$ cat config.mk
export PLATFORM = sky130hd
export DESIGN_NAME = lcrc_32_stream
export DESIGN_NICKNAME = d
export VERILOG_FILES = /design/src/rtl/lcrc_32_stream.sv
export SDC_FILE = /design/constraint.sdc
export NUM_CORES = 1
export LEC_CHECK = 0
export ABC_AREA = 1
export BUFFER_PORTS_ARGS = -buffer_cell sky130_fd_sc_hd__buf_2
export CORE_MARGIN = 2
export CORE_UTILIZATION = 35
export DETAILED_ROUTE_END_ITERATION = 10
export PLACE_DENSITY = 0.61
export SLEW_MARGIN = 30
export SYNTH_ARGS = -nofsm -noshare
export SYNTH_HDL_FRONTEND = slang
export SYNTH_SLANG_ARGS = --single-unit
$ cat constraint.sdc
create_clock -name clk -period 5.42 [get_ports clk]
set_clock_uncertainty 0.2 [all_clocks]
set_input_delay 1.084 -clock clk [delete_from_list [all_inputs] [get_ports clk]]
set_output_delay 1.084 -clock clk [all_outputs]
set_load 0.01 [all_outputs]
$ cat src/rtl/lcrc_32_stream.sv
// rtl/lcrc_32_stream.sv - multi-byte-per-beat LCRC-32 generate/check engine with valid/ready stream and result handshake
// Optional LCRC_STATS_EN adds saturating good/bad check-frame counters.
module lcrc_32_stream #(
    parameter int BYTES = 4,
    parameter int LEN_W = 13,
    localparam int NB_W = $clog2(BYTES) + 1
) (
    input  logic               clk,
    input  logic               reset_n,
    input  logic               mode,
    input  logic               s_valid,
    output logic               s_ready,
    input  logic [8*BYTES-1:0] s_data,
    input  logic               s_last,
    input  logic [NB_W-1:0]    s_nbytes,
    output logic               crc_valid,
    input  logic               crc_ready,
    output logic [31:0]        crc_out,
    output logic               crc_ok,
    output logic [LEN_W-1:0]   crc_len,
    output logic               len_err
`ifdef LCRC_STATS_EN
    ,
    output logic [15:0]        good_cnt,
    output logic [15:0]        bad_cnt
`endif
);

    localparam logic [31:0] POLY    = 32'hEDB88320;
    localparam logic [31:0] RESIDUE = 32'hDEBB20E3;
    localparam int          SW      = LEN_W + 1;
    localparam logic [SW-1:0] LEN_MAX = {1'b0, {LEN_W{1'b1}}};

    typedef enum logic [1:0] {S_IDLE, S_RUN, S_DONE} state_t;

    state_t            state_q, state_d;
    logic [31:0]       crc_q, crc_d;
    logic [LEN_W-1:0]  len_q, len_d;
    logic              err_q, err_d;
    logic              mode_q, mode_d;

    logic [NB_W-1:0]   nb_eff;
    logic [31:0]       beat_crc;
    logic [LEN_W-1:0]  base_len;
    logic [SW-1:0]     len_sum;
    logic              len_ovf;
    logic [LEN_W-1:0]  len_next;
    logic              accept;
    logic              result_acc;

    function automatic logic [31:0] crc_byte(input logic [31:0] c_in, input logic [7:0] d);
        logic [31:0] c;
        c = c_in ^ {24'h0, d};
        for (int k = 0; k < 8; k++) begin
            c = c[0] ? ((c >> 1) ^ POLY) : (c >> 1);
        end
        return c;
    endfunction

    assign s_ready    = reset_n && (state_q != S_DONE);
    assign accept     = s_valid && s_ready;
    assign crc_valid  = (state_q == S_DONE);
    assign result_acc = crc_valid && crc_ready;
    assign crc_out    = ~crc_q;
    assign crc_ok     = mode_q && (crc_q == RESIDUE);
    assign crc_len    = len_q;
    assign len_err    = err_q;

    // Only a last beat may be short; a zero count is promoted to one byte.
    always_comb begin
        nb_eff = NB_W'(BYTES);
        if (s_last) begin
            if (s_nbytes == '0) begin
                nb_eff = NB_W'(1);
            end else if (s_nbytes < NB_W'(BYTES)) begin
                nb_eff = s_nbytes;
            end
        end
    end

    always_comb begin
        beat_crc = (state_q == S_IDLE) ? 32'hFFFF_FFFF : crc_q;
        for (int i = 0; i < BYTES; i++) begin
            if (i < int'(nb_eff)) begin
                beat_crc = crc_byte(beat_crc, s_data[8*i +: 8]);
            end
        end
    end

    assign base_len = (state_q == S_IDLE) ? '0 : len_q;
    assign len_sum  = {1'b0, base_len} + SW'(nb_eff);
    assign len_ovf  = (len_sum > LEN_MAX);
    assign len_next = len_ovf ? {LEN_W{1'b1}} : len_sum[LEN_W-1:0];

    always_comb begin
        state_d = state_q;
        crc_d   = crc_q;
        len_d   = len_q;
        err_d   = err_q;
        mode_d  = mode_q;
        case (state_q)
            S_IDLE, S_RUN: begin
                if (accept) begin
                    crc_d   = beat_crc;
                    len_d   = len_next;
                    err_d   = ((state_q == S_IDLE) ? 1'b0 : err_q) | len_ovf;
                    if (state_q == S_IDLE) begin
                        mode_d = mode;
                    end
                    state_d = s_last ? S_DONE : S_RUN;
                end
            end
            S_DONE: begin
                if (crc_ready) begin
                    err_d   = 1'b0;
                    state_d = S_IDLE;
                end
            end
            default: state_d = S_IDLE;
        endcase
    end

    always_ff @(posedge clk or negedge reset_n) begin
        if (!reset_n) begin
            state_q <= S_IDLE;
            crc_q   <= 32'hFFFF_FFFF;
            len_q   <= '0;
            err_q   <= 1'b0;
            mode_q  <= 1'b0;
        end else begin
            state_q <= state_d;
            crc_q   <= crc_d;
            len_q   <= len_d;
            err_q   <= err_d;
            mode_q  <= mode_d;
        end
    end

`ifdef LCRC_STATS_EN
    logic [15:0] good_q, bad_q;

    always_ff @(posedge clk or negedge reset_n) begin
        if (!reset_n) begin
            good_q <= '0;
            bad_q  <= '0;
        end else if (result_acc && mode_q) begin
            if (crc_ok) begin
                if (good_q != 16'hFFFF) good_q <= good_q + 16'd1;
            end else begin
                if (bad_q != 16'hFFFF) bad_q <= bad_q + 16'd1;
            end
        end
    end

    assign good_cnt = good_q;
    assign bad_cnt  = bad_q;
`else
    logic unused_acc;
    assign unused_acc = result_acc;
`endif

endmodule

# == Word-level counts from Yosys, hierarchy flattened ==
# Cells that the tools add are included.
# totals
register_bits,49
input_bits,41
out_inout_bits,49
# classes
n_addsub,1
order_cmp,6
n_eq_ne,6
muxes,50
bitwise_logic,38
reduce_logical,11
# op_table
operator,count
$mux 32,37
$not 13->14,32
$xor 32x8->32,4
$eq 32x32->1 const B,1
$not 32->32,1
$mux 13,2
$add 13x3->14,1
$gt 14x13->1 const B,1
$mux 3,3
$lt 1x3->1 const A,2
$lt 2x3->1 const A,2
$mux 2,3
$reduce_and 3->1,2
$ne 2x2->1 const B,2
$pmux 2 s2,1
$reduce_and 2->1,2
$logic_and 1x1->1,3
$logic_not 3->1,1
$lt 3x3->1 const B,1
$mux 1,3
$eq 2x1->1 const B,1
$eq 2x2->1 const B,1
$logic_not 2->1,1
$ne 2x1->1 const B,1
other kinds (4),4

# == Logic depth before layout (Yosys ltp) ==
# logic_depth
depth_word,74
depth_mapped,38

# == Worst setup path before layout ==
# OpenSTA, ideal clock, no wires.
# synth_path
path_type,in2reg
from,input port s_last
to,register crc_q[6]
setup_ps,86
arrival_time_ps,3709
t_required_ps,5134
setup_slack_ps,1425
cell_stages,21
n_path_buf,3
path_cell_list,inv_1 nor2_2 inv_2 nor2_1 buf_2 buf_2 buf_1 nand2_1 nand2_1 inv_1 nand3_1 nand2_1 nand2_1 nand3_1 nand3_1 nand2_1 nand2_1 nand2_4 xor2_1 o21ai_1 o21ai_1
# synth_via
elab_chain_len,44
# synth_lines
item,line_no,source
from (decl),14,"input logic s_last,"
$mux 3 (*),72,if (s_last) begin
$lt 1x3->1,84,if (i < int'(nb_eff)) begin
$mux 32,84,
$xor 32x8->32,53,"c = c_in ^ {24'h0, d};"
$not 13->14 (no line),-,
$mux 32 (2 in series),55,c = c[0] ? ((c >> 1) ^ POLY) : (c >> 1);
$not 13->14 (no line),-,
$mux 32,55,
(+22 left out),-,
$mux 32,84,
$xor 32x8->32,53,
$mux 32 (4 in series),55,
$not 13->14 (no line),-,
$mux 32,55,
$not 13->14 (no line),-,
$mux 32 (3 in series),55,
$mux 32 (*),84,
to (signal assigned),132,crc_q <= crc_d;
to (decl),37,"logic [31:0] crc_q, crc_d;"
# Every way passes the cells marked *; elsewhere a longest branch is shown, timed or not.
# A chain may end at the register's enable or synchronous reset.

# == Worst setup path after layout ==
# layout_path
from,input port s_data[0]
to,register crc_q[4]
# layout_via
elab_chain_len,51
# layout_lines
item,line_no,source
from (decl),13,"input logic [8*BYTES-1:0] s_data,"
$xor 32x8->32 (*),53,
$mux 32 (*) (8 in series),55,
$mux 32 (*),84,
$xor 32x8->32 or $not 13->14 (tied branches),-,
$not 13->14 (no line) or $mux 32 (tied branches),-,
$mux 32,55,
$not 13->14 (no line) or $mux 32 (tied branches),-,
$mux 32 or $xor 32x8->32 (tied branches),"55, 53",
(+25 left out),-,
$mux 32 or $xor 32x8->32 (tied branches),"55, 53",
$not 13->14 (no line),-,
$mux 32,55,
$not 13->14 (no line) or $mux 32 (tied branches),-,
$mux 32 (3 in series),55,
$not 13->14 (no line) or $mux 32 (tied branches),-,
$mux 32 (2 in series),55,
$mux 32 (*),84,
# Marks and branches as above.

==> flow_summary.json <==
{
  "gp_congestion": 0.991,
  "cp-startpoint": "s_data[0]",
  "grt_pass1_wl_um": 57200,
  "synth_fa_ha_area_share_pct": 0.638,
  "synth_warnings": 0,
  "critPathLaunchType": "input port",
  "vias_per_cell": 5.37,
  "drv_cap": 0,
  "tritoncts": "built",
  "synth-simple-area-share_pct": 60.0,
  "cts_root_buf": "clkbuf_16",
  "synthMuxAreaShare_pct": 0,
  "final_common_cell": "nand2_1",
  "ios": 90,
  "finalWirelength_um": 38100,
  "fmax_mhz": 201,
  "drc_errors": 0,
  "hold_class": "reg -> reg",
  "core_area_um2": 25300,
  "netlist_area_um2": 9020,
  "synth-xor-area-share_pct": 9.80,
  "cts_buffer_depth": 2,
  "first_pass_iters": 6,
  "syn-num-nets": 1711,
  "io_buffers": 89,
  "worstMarginPinSlew_ns": 0.853,
  "finalHoldViolCount": 0,
  "avgRoutedWirePerCell_um": 18.4,
  "hold_path_depth": 2,
  "cp_slowest_cell": "nand2_1",
  "core.rowCount": 58,
  "path_class": "in -> reg",
  "layout.cells.most_common_list": "722 x nand2_1, 260 x nand3_1, 154 x inv_1",
  "slew_headroom_pct": 42.6,
  "period_minus_slack_ns": 4.97,
  "start_util_pct": 35.7,
  "drive_gt1_share_pct": 16.5,
  "grt_setup_unrepaired": "no",
  "dpl.hpwl_um": 31000,
  "r2r_start": "state_q[1]",
  "fin_crit_sh_pct": 91.7,
  "outcome": "finished clean",
  "synth_top_family_by_area": "simple AND/OR/NAND/NOR gates",
  "clk_pin_slew_worst_paths_ns": 0.07,
  "vias": 11100,
  "clk_latency_ns": 0.29,
  "ys_ff_latch": 49,
  "r2r_cells": 35,
  "h-tree-depth": 2,
  "worstPathMaxFanout": 9,
  "synth_seq_area_share_pct": 14.0,
  "grt_usage_pct": 27.7,
  "die_x_um": 165,
  "die_area_um2": 27100,
  "setup_viol": 0,
  "slowest_delay_ns": 0.22,
  "worstHoldStart": "crc_q[4]",
  "cts-buffers-inserted": 5,
  "ant_nets": 0,
  "netlist_instances": 1666,
  "synth_compound_area_share_pct": 6.52,
  "crit_path_frequent_cell": "nand2_1",
  "n_fill_cell": 2840,
  "endpoint_kind": "flop",
  "tns_ns": 0,
  "ctsHoldBuffers": 0,
  "grt_remaining_overflow": 0,
  "grt_max_degree": 50,
  "n_antenna_cell": 0,
  "syn_avg_cell_area_um2": 5.41,
  "synth_cell_types": 44,
  "cts_setup_buffers": 0,
  "worstPathArrival_ns": 5.00,
  "fin_nets": 1787,
  "syn_to_final_growth_pct": 11.1,
  "grt_pass1_vias": 10100,
  "slew_viol_final": 0,
  "required_ns": 5.46,
  "clkSinkCount": 49,
  "die_height_um": 165,
  "ctsResizeCount": 0,
  "antenna_found_initial": 0,
  "drtIter0Drc": 1080
}
==> flip-flops by register name, summed over array words and instances, names as in the netlist <==
| signal | cells |
|---|---|
| crc_q | 32 |
| mode_q | 1 |
| state_q | 2 |
| len_err | 1 |
| crc_len | 13 |
==> cell families (layout without fill, tap and decap cells) <==
family                     Yosys count  in the layout
AOI/OAI and AO/OA                  106            106
xor gates and xnor gates            97             97
adders and majority gates            4              4
buffers and inverters              202            279
DFF                                 49             49
and+or+nand+nor                   1208           1208
==> per-layer routing <==
layer,wire length [um],vias up,GRT usage (%),part of all wire [%]
li1,-,5436,-,-
met1,15900,5073,36.4,42
met2,16800,521,44.5,44
met3,3550,95,5.37,9.3
met4,1850,0,11.3,4.9
met5,0,-,0,0
==> worst max-delay path: cells and delay by family <==
kind | cells | cell delay, ns
and+or+nand+nor | 30 | 3.50
buffers and inverters | 4 | 0.40
==> final cells by class <==
class                   count  area (um2)  share of cell area, %
repair buffers            108         601                   6.00
clock inverters             2        17.5                  0.175
well taps                 330         413                   4.12
multi-input cells        1415        6960                   69.4
inverters                 163         614                   6.13
flip-flops and latches     49        1270                   12.6
clock buffers               6         150                   1.50
==> final timing paths <==
kind,endpoint,slack (ns)
min reg2reg,crc_q[4],0.28
max in group asynchronous,mode_q,3.82
max reg2reg,crc_q[4],0.51
max,crc_q[4],0.45
min in group asynchronous,crc_len[11],0.76
min,crc_q[4],0.28
==> cells in the mapped netlist <==
library cell / instances / area share [%]
o21ai_2: 1 / 0.097
inv_2: 6 / 0.25
a2bb2oi_1: 1 / 0.097
buf_8: 1 / 0.17
a21boi_0: 1 / 0.083
xnor2_4: 1 / 0.31
ha_1: 3 / 0.42
xnor2_2: 1 / 0.18
nand2_4: 17 / 2.1
xnor2_1: 13 / 1.3
nor3_1: 6 / 0.33
a22oi_1: 10 / 0.83
dfstp_2: 32 / 9.3
buf_4: 4 / 0.33
or2_2: 7 / 0.49
a21o_1: 1 / 0.083
o22ai_1: 6 / 0.42
xor2_2: 1 / 0.18
nand2_2: 76 / 5.3
nand3_2: 20 / 2.2
clkbuf_1: 21 / 0.87
nand3_1: 260 / 14
dfrtp_1: 17 / 4.7
o21ai_1: 14 / 0.78
clkinv_1: 2 / 0.083
inv_4: 1 / 0.069
xor2_1: 81 / 7.9
nand4_1: 10 / 0.69
buf_6: 2 / 0.25
o21ai_0: 40 / 2.2
buf_1: 5 / 0.21
or2_1: 4 / 0.28
nor2_2: 5 / 0.35
o211ai_1: 1 / 0.083
o21bai_1: 3 / 0.25
a31oi_1: 2 / 0.14
inv_1: 154 / 6.4
nand3b_1: 5 / 0.42
nor2_1: 69 / 2.9
nor4_1: 7 / 0.49
buf_2: 6 / 0.33
fa_1: 1 / 0.22
a21oi_1: 26 / 1.4
nand2_1: 722 / 30
==> stage by stage <==
step | setup WS [ns] | hold WS, ns | cells | instance area (um2) | utilization (%)
after CTS | 0.583 | 0.287 | 2073 | 10000 | 39.6
final | 0.452 | 0.279 | 2073 | 10000 | 39.7
after global routing | 0.159 | 0.305 | 2073 | 10000 | 39.7
after detailed placement | 0.291 | 0.274 | 2065 | 9840 | 39.0
after floorplan | 1.43 | 0.248 | 1666 | 9020 | -
after global placement | 0.349 | 0.259 | 2065 | 9840 | 39.0
Power is left out: the tool's default activity adds up to more than one toggle a clock period on the data nets, which glitch-free logic cannot reach.
